### config.mk
export PLATFORM = sky130hd
export DESIGN_NAME = apb_master_bridge
export DESIGN_NICKNAME = d
export VERILOG_FILES = /design/src/rtl/apb_master_bridge.sv
export SDC_FILE = /design/constraint.sdc
export NUM_CORES = 1
export LEC_CHECK = 0
export ABC_AREA = 1
export CAP_MARGIN = 10
export CORE_AREA = 2 2 74 76
export CTS_BUF_LIST = sky130_fd_sc_hd__clkbuf_16
export DETAILED_ROUTE_END_ITERATION = 6
export DIE_AREA = 0 0 76 78
export PLACE_DENSITY_LB_ADDON = 0.2
export RECOVER_POWER = 100
export SLEW_MARGIN = 0
export SYNTH_ARGS = -nofsm -noshare
export SYNTH_HDL_FRONTEND = slang
export SYNTH_SLANG_ARGS = --single-unit
### constraint.sdc
create_clock -name HCLK -period 2.1 [get_ports HCLK]
set_input_delay 0.42 -clock HCLK [delete_from_list [all_inputs] [get_ports HCLK]]
set_output_delay 0.42 -clock HCLK [all_outputs]
set_load 0.02 [all_outputs]
### src/rtl/apb_master_bridge.sv
// AHB-Lite to APB bridge for six peripherals (uart0, timer, wdog, dual timer,
// uart1, spi) selected by HADDR[15:12]; unmapped regions get a two-cycle ERROR.
// Optional macro APB_TIMEOUT_EN adds an ACCESS-phase timeout that ends a
// stalled transfer with an ERROR response after TIMEOUT_CYCLES cycles.
module apb_master_bridge #(
  parameter int TIMEOUT_CYCLES = 16
) (
  input  logic        HCLK,
  input  logic        HRESET,
  input  logic        HSEL,
  input  logic [15:0] HADDR,
  input  logic [1:0]  HTRANS,
  input  logic        HWRITE,
  input  logic [31:0] HWDATA,
  input  logic        HREADY,
  output logic        HREADYOUT,
  output logic [31:0] HRDATA,
  output logic        HRESP,
  output logic [5:0]  PSEL,
  output logic [11:0] PADDR,
  output logic        PENABLE,
  output logic        PWRITE,
  output logic [31:0] PWDATA,
  input  logic        PREADY,
  input  logic        PSLVERR,
  input  logic [31:0] PRDATA
);

  typedef enum logic [2:0] {IDLE, SETUP, ACCESS, ERR1, ERR2} stateType;

  stateType    state;
  stateType    launchState;
  logic        accept;
  logic        takeNew;
  logic        complete;
  logic        slaveError;
  logic        timeoutHit;
  logic        mapped;
  logic [5:0]  launchSel;
  logic        unusedBits;

  // Byte lanes and the SEQ/NONSEQ distinction do not matter to the APB side.
  assign unusedBits = ^{HADDR[1:0], HTRANS[0], 8'(TIMEOUT_CYCLES)};

  // Write data passes straight through; AHB holds it during the data phase.
  assign PWDATA = HWDATA;

`ifdef APB_TIMEOUT_EN
  logic [7:0] waitCount;

  assign timeoutHit = (state == ACCESS) && !PREADY &&
                      (waitCount == 8'(TIMEOUT_CYCLES - 1));

  // Count stalled ACCESS cycles; any exit from ACCESS starts the count afresh.
  always_ff @(posedge HCLK) begin
    if (HRESET)
      waitCount <= 8'd0;
    else if (state == ACCESS && !PREADY && !timeoutHit)
      waitCount <= waitCount + 8'd1;
    else
      waitCount <= 8'd0;
  end
`else
  assign timeoutHit = 1'b0;
`endif

  // Bus-facing handshake, error flag, read data and the decode of a new transfer.
  always_comb begin
    complete    = (state == ACCESS) && PREADY && !PSLVERR;
    slaveError  = (state == ACCESS) && PREADY && PSLVERR;
    mapped      = (HADDR[15:12] <= 4'd5);
    launchSel   = mapped ? (6'b000001 << HADDR[14:12]) : 6'b000000;
    launchState = mapped ? SETUP : ERR1;
    accept      = HSEL && HTRANS[1] && HREADY;
    HREADYOUT   = 1'b1;
    HRESP       = 1'b0;
    HRDATA      = 32'd0;
    case (state)
      IDLE:    HREADYOUT = 1'b1;
      SETUP:   HREADYOUT = 1'b0;
      ACCESS:  HREADYOUT = complete;
      ERR1: begin
        HREADYOUT = 1'b0;
        HRESP     = 1'b1;
      end
      ERR2: begin
        HREADYOUT = 1'b1;
        HRESP     = 1'b1;
      end
      default: HREADYOUT = 1'b1;
    endcase
    if (complete && !PWRITE)
      HRDATA = PRDATA;
    takeNew = accept && HREADYOUT;
  end

  // Transfer sequencer with registered APB control outputs.
  always_ff @(posedge HCLK) begin
    if (HRESET) begin
      state   <= IDLE;
      PSEL    <= 6'b000000;
      PENABLE <= 1'b0;
      PWRITE  <= 1'b0;
      PADDR   <= 12'd0;
    end else begin
      case (state)
        IDLE, ERR2: begin
          if (takeNew) begin
            state   <= launchState;
            PSEL    <= launchSel;
            PENABLE <= 1'b0;
            PADDR   <= {HADDR[11:2], 2'b00};
            PWRITE  <= HWRITE;
          end else begin
            state <= IDLE;
          end
        end
        SETUP: begin
          state   <= ACCESS;
          PENABLE <= 1'b1;
        end
        ACCESS: begin
          if (complete) begin
            PENABLE <= 1'b0;
            if (takeNew) begin
              state  <= launchState;
              PSEL   <= launchSel;
              PADDR  <= {HADDR[11:2], 2'b00};
              PWRITE <= HWRITE;
            end else begin
              state <= IDLE;
              PSEL  <= 6'b000000;
            end
          end else if (slaveError || timeoutHit) begin
            state   <= ERR1;
            PSEL    <= 6'b000000;
            PENABLE <= 1'b0;
          end
        end
        ERR1: state <= ERR2;
        default: begin
          state   <= IDLE;
          PSEL    <= 6'b000000;
          PENABLE <= 1'b0;
        end
      endcase
    end
  end

endmodule

==> metrics.md <==
| Metric | Value |
|---|---|
| Pins over their slew limit | 0 |
| Synth warn | 0 |
| Fill cells | 540 |
| Area delta synth->final | 58.5% |
| Static Leakage | 0.00123 uW |
| VDD IR max | 406 uV |
| FP Rows | 26 |
| Worst-path fanout max | 16 |
| Placed instance count | between 300 and 400 |
| Fin nets | 398 |
| Final Hold Fails | 0 |
| Detailed Routing Iterations Pass 1 | 4 |
| WL/cell | 12.7 um |
| First-pass GRT wire length | 6990 um |
| Post-synth top area cell | dfxtp_1 |
| Final non-filler cell total | 378 |
| Antenna-violating nets left | 0 |
| Setup crit end kind | output pin |
| Mapped Area | 1450 um^2 |
| Initial antenna violation count | 0 |
| Die height | ~78 um |
| Cells after Synth | 228 |
| Synth unique cells | 23 |
| Clock slew seen by the registers of the worst setup and hold paths | 60 ps |
| Post-CTS Setup Bufs | 0 |
| Slew at the pin closest to its max-slew limit | about 520 ps |
| Clock Latency Late Sink | 250 ps |
| Area occupied by multi-input gates | 561 um^2 |
| Fraction of layout cells with a size suffix above 1 | 17.9% |
| Commonest non-fill, non-tap cell in the layout | nor2_1 |
| Data arrival, critical path | about 1500 ps |
| RSZ-0062 raised after global routing | no |
| Outcome | complete, no violations |
| Max Clock Freq | 0.516 GHz |
| Post-DP HPWL | 3780 um |
| Total grt overflow | 0 |
| CTS tree | done |
| Layout Utilization | 45.5% |
| Most frequent cells in the layout | nor2_1, clkdlybuf4s50_1, inv_1 |
| Antenna cells | 0 |
| DIE WIDTH | 76 um |
| Hold-fix buffers, CTS | 0 |
| Post-Route WL | 4800 um |
| Core Area | approximately 5000 um^2 |
| Clock Skew | 1.31 ps |
| WP data required | 1680 ps |
| Initial core utilization | 28.7% |
| CTS Buffer Depth | 2 |
| Final setup viols | 0 |
| Synth area leaders | dfxtp_1, buf_4, nor2_1 |
| DR DRC count | 0 |
| Vias | between 1.5k and 2k |
| All-Layer GR Usage | between 10% and 20% |
| # IOs | 175 |
| Final period util | 92.3% |
| Largest net degree at the start of global routing | 33 |
| Clock sinks | 21 |
| Setup crit start kind | register |
| Maxcap violations | 0 |
| Full die area | 5930 um^2 |
| Iter 0 DRT Violations | 34 |
| Total clock buffers created by CTS | 3 |
| Vias in the first global route | approximately 1.5k |
| Reg area | 422 um^2 |
| Relative slew slack | 65.5% |
| Clk root buf | clkbuf_16 |
| Routability cong. | between 0.7 and 0.8 |
| DR vias/cell | 4.35 |
| Kind of critical path | reg2out |
| H-Tree Depth | 1 |
| Average size of a mapped cell | between 6 and 7 um^2 |
| Power Density | between 400 and 500 nW/um^2 |
| Synth top area share | around 29% |
| PortBufs | about 110 |
| Seq/Total Area, Yosys | 29.1% |
| Final min period | about 1900 ps |
| Hold Path Class | reg2reg |
| #FFs+latches synth | 21 |
==> path summary, 6_finish.rpt <==
kind	startpoint	end	slack (ps)	cells after the start
setup reg to reg	state[1]	PADDR[3]	480	7
hold / removal	PENABLE	PENABLE	470	2
setup / recovery	state[1]	HRDATA[23]	160	6
hold reg to reg	PENABLE	PENABLE	470	2
==> kinds of logic (layout without fill, tap and decap cells) <==
kind of cell    Yosys count  count (layout)  share of synthesized area (%)
simple gates             96              96                           30.1
buf+inv                  86             165                           32.1
compound gates           24              24                           8.48
flops                    21              21                           29.1
other cells               1               2                          0.259
==> synth_stat cells <==
| cell | number |
|---|---|
| a21oi_1 | 2 |
| a31oi_1 | 2 |
| buf_1 | 1 |
| buf_2 | 5 |
| buf_4 | 34 |
| buf_6 | 1 |
| clkinv_1 | 1 |
| conb_1 | 1 |
| dfxtp_1 | 21 |
| inv_1 | 44 |
| nand2_1 | 12 |
| nand3_1 | 12 |
| nand3_2 | 2 |
| nand3b_1 | 1 |
| nand4_1 | 1 |
| nand4_2 | 1 |
| nor2_1 | 51 |
| nor2_2 | 1 |
| nor2_4 | 1 |
| nor3_1 | 13 |
| nor3_2 | 1 |
| o21ai_0 | 11 |
| o21ai_1 | 9 |
==> per-stage QoR <==
stage	setup TNS [ps]	hold WS (ps)	area [um^2]	worst slack (ps)	total power, uW
after detailed placement	-12250	468	2370	-409	783
after floorplan	0	484	1450	408	680
final	0	475	2290	162	1140
after global routing	0	514	2290	1.81	1200
after CTS	0	489	2290	7.55	1170
after global placement	-11960	459	2370	-389	782
==> worst max-delay path: stages, from the launching register on <==
cell and delay [ps]:
dfxtp_2 330, inv_1 70, nor3_2 130, nand3b_1 160, buf_2 260, nor2_1 140
clkbuf_2 180
==> report_power, final <==
group          total (uW)  switching, uW  internal [uW]  leakage, uW
combinational         319            160            159      0.00102
clock                 388            135            253    0.0000423
sequential            431           10.6            421     0.000171
==> layer usage <==
| layer | share of wire, % | global-route usage (%) | wire (um) | up-vias |
|---|---|---|---|---|
| met1 | 37 | 15.6 | 1790 | 720 |
| met2 | 51 | 26.3 | 2450 | 95 |
| li1 | - | - | - | 825 |
| met4 | 0.65 | 3.27 | 31 | 0 |
| met3 | 11 | 6.63 | 527 | 4 |
| met5 | 0 | 0 | 0 | - |
==> layout make-up <==
cell class | instances | area share [%]
multi-input cells | 122 | 24.5
clock buffers | 3 | 3.28
well taps | 70 | 3.82
repair buffers | 116 | 42.5
inverters | 45 | 7.37
clock inverters | 1 | 0.164
flip-flops and latches | 21 | 18.4
==> sequential cells by signal, summed over array words and instances (netlist names) <==
register  flops
PADDR        10
PSEL          6
state         3
PENABLE       1
PWRITE        1
==> what timing repair did <==
item | 4_1_cts | 5_1_grt
resized for setup | 132 | 25
gates cloned | 0 | 2
setup endpoints to repair | 34 | 34
pin swaps | 0 | 1
(Power assumes the default switching activity.)
